**src/rtl/branch_redirect_ctrl.sv**
```systemverilog
// EX-stage control-flow redirect sequencer: computes taken targets, hands them
// to fetch over valid/ready, flushes IF/ID afterwards and tracks perf counters.
`ifndef DataBusBits
`define DataBusBits 31:0
`endif

module branch_redirect_ctrl #(
  parameter int unsigned FLUSH_CYCLES = 2,
  parameter int unsigned CNT_BITS     = 32
) (
  input  logic                clk,
  input  logic                reset,
  input  logic                ex_valid,
  input  logic [`DataBusBits] ex_instr,
  input  logic [`DataBusBits] ex_pc,
  input  logic [`DataBusBits] ex_imm,
  input  logic [`DataBusBits] ex_rs1,
  input  logic                takebranch,
  input  logic                redirect_ready,
  output logic                redirect_valid,
  output logic [`DataBusBits] redirect_pc,
  output logic                flush_ifid,
  output logic                stall_ex,
  output logic                misalign_exc,
  output logic [`DataBusBits] misalign_pc,
  output logic [CNT_BITS-1:0] cnt_resolved,
  output logic [CNT_BITS-1:0] cnt_taken
);

  typedef enum logic [1:0] {IDLE, REDIR, FLUSH} state_t;

  localparam logic [6:0] OP_BRANCH = 7'b1100011;
  localparam logic [6:0] OP_JAL    = 7'b1101111;
  localparam logic [6:0] OP_JALR   = 7'b1100111;
  localparam int unsigned FCW = (FLUSH_CYCLES > 1) ? $clog2(FLUSH_CYCLES) : 1;

  state_t               state, state_n;
  logic [FCW-1:0]       fcnt, fcnt_n;
  logic                 rv_n, fl_n, st_n, me_n;
  logic [`DataBusBits]  rpc_n, mpc_n, target;
  logic [CNT_BITS-1:0]  cr_n, ct_n;
  logic [6:0]           opcode;
  logic                 is_cf, is_jalr;
  logic                 unused_instr;

  assign opcode       = ex_instr[6:0];
  assign is_jalr      = (opcode == OP_JALR);
  assign is_cf        = (opcode == OP_BRANCH) || (opcode == OP_JAL) || is_jalr;
  assign unused_instr = ^ex_instr[31:7];

  always_comb begin
    target = ex_pc + ex_imm;
    if (is_jalr) begin
      target    = ex_rs1 + ex_imm;
      target[0] = 1'b0;
    end
  end

  always_comb begin
    state_n = state;
    fcnt_n  = fcnt;
    rv_n    = redirect_valid;
    rpc_n   = redirect_pc;
    fl_n    = flush_ifid;
    st_n    = stall_ex;
    me_n    = 1'b0;
    mpc_n   = misalign_pc;
    cr_n    = cnt_resolved;
    ct_n    = cnt_taken;
    case (state)
      IDLE: begin
        if (ex_valid && is_cf) begin
          cr_n = cnt_resolved + CNT_BITS'(1);
          if (takebranch) begin
            if (!target[1]) begin
              rpc_n   = target;
              rv_n    = 1'b1;
              st_n    = 1'b1;
              fl_n    = 1'b1;
              ct_n    = cnt_taken + CNT_BITS'(1);
              state_n = REDIR;
            end else begin
              me_n  = 1'b1;
              mpc_n = target;
            end
          end
        end
      end
      REDIR: begin
        if (redirect_ready) begin
          rv_n = 1'b0;
          st_n = 1'b0;
          if (FLUSH_CYCLES > 1) begin
            fcnt_n  = FCW'(FLUSH_CYCLES - 1);
            state_n = FLUSH;
          end else begin
            fl_n    = 1'b0;
            state_n = IDLE;
          end
        end
      end
      FLUSH: begin
        // flush drops on the edge where the counter reaches zero
        fcnt_n = fcnt - FCW'(1);
        if (fcnt <= FCW'(1)) begin
          fcnt_n  = '0;
          fl_n    = 1'b0;
          state_n = IDLE;
        end
      end
      default: state_n = IDLE;
    endcase
  end

  always_ff @(posedge clk) begin
    if (reset) begin
      state          <= IDLE;
      fcnt           <= '0;
      redirect_valid <= 1'b0;
      redirect_pc    <= '0;
      flush_ifid     <= 1'b0;
      stall_ex       <= 1'b0;
      misalign_exc   <= 1'b0;
      misalign_pc    <= '0;
      cnt_resolved   <= '0;
      cnt_taken      <= '0;
    end else begin
      state          <= state_n;
      fcnt           <= fcnt_n;
      redirect_valid <= rv_n;
      redirect_pc    <= rpc_n;
      flush_ifid     <= fl_n;
      stall_ex       <= st_n;
      misalign_exc   <= me_n;
      misalign_pc    <= mpc_n;
      cnt_resolved   <= cr_n;
      cnt_taken      <= ct_n;
    end
  end

endmodule

```
**config.mk**
```make
export PLATFORM = sky130hd
export DESIGN_NAME = branch_redirect_ctrl
export DESIGN_NICKNAME = d
export VERILOG_FILES = /design/src/rtl/branch_redirect_ctrl.sv
export SDC_FILE = /design/constraint.sdc
export NUM_CORES = 1
export LEC_CHECK = 0
export BUFFER_PORTS_ARGS = -buffer_cell sky130_fd_sc_hd__buf_4
export CORE_MARGIN = 1
export CORE_UTILIZATION = 40
export DETAILED_ROUTE_END_ITERATION = 10
export PLACE_DENSITY = 0.69
export SLEW_MARGIN = 40
export SYNTH_ARGS = -nofsm -noshare
export SYNTH_HDL_FRONTEND = slang
export SYNTH_SLANG_ARGS = --single-unit
export TNS_END_PERCENT = 30
```
**constraint.sdc**
```tcl
create_clock -name clk -period 2.7 [get_ports clk]
set_input_delay 0.405 -clock clk [delete_from_list [all_inputs] [get_ports clk]]
set_output_delay 0.405 -clock clk [all_outputs]
set_load 0.005 [all_outputs]
```
## Word-level counts from Yosys, hierarchy flattened

Cells that the tools add are included.

| cells by class | value |
|---|---|
| reductions and logical operators | 15 |
| mux-type cells | 18 |
| equal/unequal tests | 10 |
| magnitude comparators | 1 |
| bitwise gates (word level) | 4 |
| add/sub/neg operators | 5 |

Operator list:

| cell | number |
|---|---|
| $add 32x1->32 const B | 2 |
| $add 32x32->32 | 2 |
| $mux 32 | 1 |
| $eq 7x7->1 const B | 3 |
| $reduce_and 5->1 | 3 |
| $mux 2 | 5 |
| $ne 2x2->1 const B | 5 |
| $mux 1 | 8 |
| $reduce_and 4->1 | 2 |
| $pmux 1 s2 | 3 |
| $pmux 2 s3 | 1 |
| $reduce_bool 2->1 | 3 |
| $not 1->1 | 4 |
| $reduce_and 2->1 | 2 |
| $reduce_or 4->1 | 1 |
| $eq 2x1->1 const B | 1 |
| $eq 2x2->1 const B | 1 |
| $logic_not 2->1 | 1 |
| $logic_or 1x1->1 | 2 |
| $le 1x1->1 const B | 1 |
| $logic_and 1x1->1 | 1 |
| $sub 1x1->1 const B | 1 |

| word-level totals | value |
|---|---|
| input bits | 133 |
| word-level logic and storage cells | 62 |
| output and inout port bits | 132 |
| flip-flop bits (word level) | 133 |

## Depth between registers and ports, before layout

| logic depth | value |
|---|---|
| depth in word-level cells | 6 |
| gate-level depth with buffers | 12 |
| depth with buffers taken out | 12 |

## Worst setup path before layout

OpenSTA, ideal clock, no wires.

| path | value |
|---|---|
| path type | input port to flip-flop |
| start | input port ex_pc[0] |
| end | register redirect_pc[30] |
| stages on the path | 12 |
| arrival | 2.674 ns |
| setup slack | -0.111 ns |
| library setup time | 0.138 ns |
| required time | 2.562 ns |
| path buffers | 0 |
| path through | ha_1 inv_1 fa_1 nor2b_1 o21ai_1 a2111oi_4 a2111o_1 nand2_2 o31ai_1 mux2i_1 a2111oi_2 a211oi_1 |

| on the way | value |
|---|---|
| cells in the longest elaborated chain, start to end | 4 |

RTL lines:

| item | RTL line | RTL |
|---|---|---|
| from (decl) | 15 | `` input logic [`DataBusBits] ex_pc, `` |
| $add 32x32->32 (*) | 52 | `target = ex_pc + ex_imm;` |
| $mux 32 (*) | 53 | `if (is_jalr) begin` |
| $not 1->1 (no source line) | n/a |  |
| $reduce_and 4->1 (no source line) | n/a |  |
| to (signal assigned) | 131 | `redirect_pc <= rpc_n;` |
| to (decl) | 21 | `` output logic [`DataBusBits] redirect_pc, `` |

Every way passes the cells marked *; elsewhere a longest branch is shown, timed or not.
A chain may end at the register's enable or synchronous reset.

## Final worst setup path

| path | value |
|---|---|
| start | input port ex_imm[0] |
| end | register redirect_pc[30] |

| on the way | value |
|---|---|
| cells in the longest elaborated chain, start to end | 4 |
| elaborated cells between the ends (all ways) | 5 |
| classes of those cells | 2 x add/sub; 1 x mux; 1 x bitwise; 1 x reduce/logical |

RTL lines:

| item | RTL line | RTL |
|---|---|---|
| from (decl) | 16 | `` input logic [`DataBusBits] ex_imm, `` |
| $add 32x32->32 (on tied branches) | 52, 54 |  |
| $mux 32 (*) | 53 |  |
| $not 1->1 (no source line) | n/a |  |
| $reduce_and 4->1 (no source line) | n/a |  |

Marks and branches as above.

==> summary.md <==
| Metric | Value |
|---|---|
| Clock root cell | clkbuf_16 |
| Synth cell count leaders | 169 x nor2_1, 132 x dfxtp_1, 86 x nand2_1, 81 x a21oi_1, 63 x ha_1 |
| Hold crit path type | primary input to register |
| Area leader, netlist | dfxtp_1 |
| DR WL/cell | 15.98 um |
| Final Cycle Share | 98.01% |
| RSZ-0062 raised after global routing | yes |
| Max Freq | 377.9 MHz |
| Global Route Usage Sum | 24.59% |
| Actual slew at the worst max-slew pin | 0.5802 ns |
| Post-Syn Area | 8907 sq um |
| Async set or reset register ratio after synthesis | 0% |
| Reg2reg start | cnt_taken[4] |
| Crit path kind | primary input to register |
| GRT overflow | 0 |
| Placed Instances | 1758 |
| Area contributors post-synth | dfxtp_1 30%, ha_1 8.8%, nor2_1 7.1%, xor2_1 6.0%, a211oi_1 5.0% |
| Die W | 151.2 um |
| Routability-driven placement congestion ratio | 0.8921 |
| H-tree Lvls | 4 |
| CTS tree | done |
| Fin Clk Skew | 0.01349 ns |
| IR Drop Worst-Case VDD | 303.7 uV |
| Post-synth EDFFs | 0 |
| HPWL Detailed | 22.93 mm |
| Core area | 21820 sq um |
| Pre-CTS setup slack | -0.4507 ns |
| Sum Neg Setup Slack | 0 ns |
| Final Hold Viols | 0 |
| Area Growth Syn to Fin | 45.25% |
| Final Util | 59.28% |
| Post-route cell area | 12940 sq um |
| Critical path fanouts, max | 3 |
| Row count | 54 |
| N_diodes | 0 |
| Reg-to-reg slack, setup | 0.30 ns |
| DR DRC count | 0 |
| Main synth FF type | dfxtp_1 |
| Routed wire length | 28.64 mm |
| Critical Path AT | 2.92 ns |
| Synthesized instance count | 1126 |
| Non-filler cells in the finished layout | 1792 |
| Clk_lat worst skew | 0.42 ns |
| Fraction of layout cells with a size suffix above 1 | 32.54% |
| Hold slack | 0.2631 ns |
| Hold Crit Endpoint | state[1] |
| Status | finished clean |
| Max Slew Vio Count | 0 |
| Final worst path period need | 2.646 ns |
| Fillers | 1955 |
| Nets@finish | 1698 |
| MaxCap Viol Count | 0 |
| Initial antenna violation count | 0 |
| Via density | 5.311 |
| Die height | 151.2 um |
| Initial core utilization | 40.82% |
| Die area | 22870 sq um |
| First-pass DRT Iterations | 5 |
| CP Launch Type | primary input |
| R2r endpoint | cnt_taken[31] |
| Lkg Pwr | 5.734 nW |
| CTS buffer count | 17 |
| Fin worst setup slack | 0.05385 ns |
| Post-synth net total | 1324 |
| Largest net degree at the start of global routing | 56 |
| Post-synthesis register bit count | 132 |
| Placed Area | 12140 sq um |
| Cell variety after synth | 78 |
| Vias in the first global route | 8896 |
| Post-DRT Antenna Nets | 0 |
| Pwr dens | 463.0 nW/um^2 |
| R2R cell count | 9 |
| Clock Sinks | 132 |
| Port Buffers | 238 |
| Share of the synthesized area in the top cell type | 29.67% |
| Count leader, synth | nor2_1 |
| Sequential cell area fraction in the yosys report | 29.67% |
| Synth Area per Inst | 7.911 sq um |
| Overall power | 5.990 mW |
| Deepest clock path buffer count | 2 |
| Clk slew on worst S/H paths | 0.06 ns |
| Boundary Pins | 265 |
| Routed vias | 9518 |
| Hold Path Origin | redirect_ready |
| Synth warnings | 0 |
| Iter 0 DRT Violations | 537 |
| Final setup vio count | 0 |
| Hold depth | 3 |
| Setup crit end kind | register |
| Worst slew margin | 61.32% |
| Hold-fix buffers, CTS | 0 |
| First-pass GRT wire length | 44.30 mm |
| Req. time, crit path | 2.98 ns |
## worst max-delay path by stage
stage              start  depth (start not counted)              end
2_1_floorplan   ex_pc[0]                         12  redirect_pc[30]
3_3_place_gp   ex_imm[1]                         13  redirect_pc[30]
3_5_place_dp   ex_imm[1]                         13  redirect_pc[30]
4_1_cts        ex_imm[0]                         14  redirect_pc[30]
5_1_grt        ex_imm[0]                         14  redirect_pc[30]
6_report       ex_imm[0]                         14  redirect_pc[30]
## cells in the final DEF, fill, tap and decap left out, types with 10 or more instances in the layout
| master | count |
|---|---|
| nand4_1 | 21 |
| ha_1 | 61 |
| inv_1 | 29 |
| a211oi_1 | 56 |
| a31oi_1 | 12 |
| clkbuf_16 | 17 |
| xor2_1 | 61 |
| and3_1 | 17 |
| nand2_1 | 86 |
| xnor2_1 | 37 |
| a21o_1 | 21 |
| nor3_1 | 14 |
| dfxtp_1 | 132 |
| o211ai_1 | 10 |
| nand3_1 | 45 |
| a21oi_1 | 77 |
| o21ai_0 | 48 |
| nor2_1 | 168 |
| buf_4 | 409 |
## where the power goes
part	switching [mW]	leakage, nW	internal [mW]	total, mW
clock	0.857	0.307	1.60	2.45
combinational	0.805	4.37	0.776	1.58
sequential	0.00333	1.06	1.95	1.96
## area by class of cell
| class | instances | area [sq um] | area share (%) |
|---|---|---|---|
| Inverter | 30 | 115.1 | 0.8897 |
| Tap cell | 280 | 350.3 | 2.708 |
| Timing Repair Buffer | 412 | 3126 | 24.16 |
| Clock buffer | 20 | 456.7 | 3.530 |
| Sequential cell | 132 | 2643 | 20.43 |
| Multi-Input combinational cell | 907 | 6071 | 46.92 |
| Clock inverter | 11 | 176.4 | 1.364 |
## repair_timing
item	in CTS	in global routing
pin swaps	0	14
resized for setup	2	28
setup endpoints to repair	3	28
buffers inserted	0	3
## cells by family after synthesis
group	share of synthesized area, %
xor+xnor	9.636
mux	0.7867
simple gates	23.36
other cells	0.04210
buf+inv	3.835
fa+ha+maj	9.299
flops	29.67
compound gates	23.37
## state kept, by name (all words and copies together), names as in the netlist
| signal | flops |
|---|---|
| cnt_resolved | 32 |
| cnt_taken | 32 |
| misalign_pc | 32 |
| redirect_pc | 31 |
| state | 2 |
| flush_ifid | 1 |
| misalign_exc | 1 |
| stall_ex | 1 |
## critical path, cell delays in order
cell	delay, ns
buf_8	0.08
ha_4	0.15
inv_4	0.04
fa_2	0.40
nor2b_2	0.14
o21ai_2	0.09
a2111oi_4	0.40
a2111o_1	0.19
nand2_2	0.11
o31ai_4	0.22
mux2i_1	0.12
a2111oi_2	0.34
buf_4	0.18
a211oi_2	0.05
## per-layer routing
| layer | vias up | share of wire, % | GRT usage [%] |
|---|---|---|---|
| li1 | 4823 | - | - |
| met1 | 4388 | 47 | 33.62 |
| met2 | 277 | 45 | 39.22 |
| met3 | 30 | 5.6 | 3.614 |
| met4 | 0 | 1.9 | 8.300 |
| met5 | - | 0 | 0 |
Power figures use the tool's default switching activity.
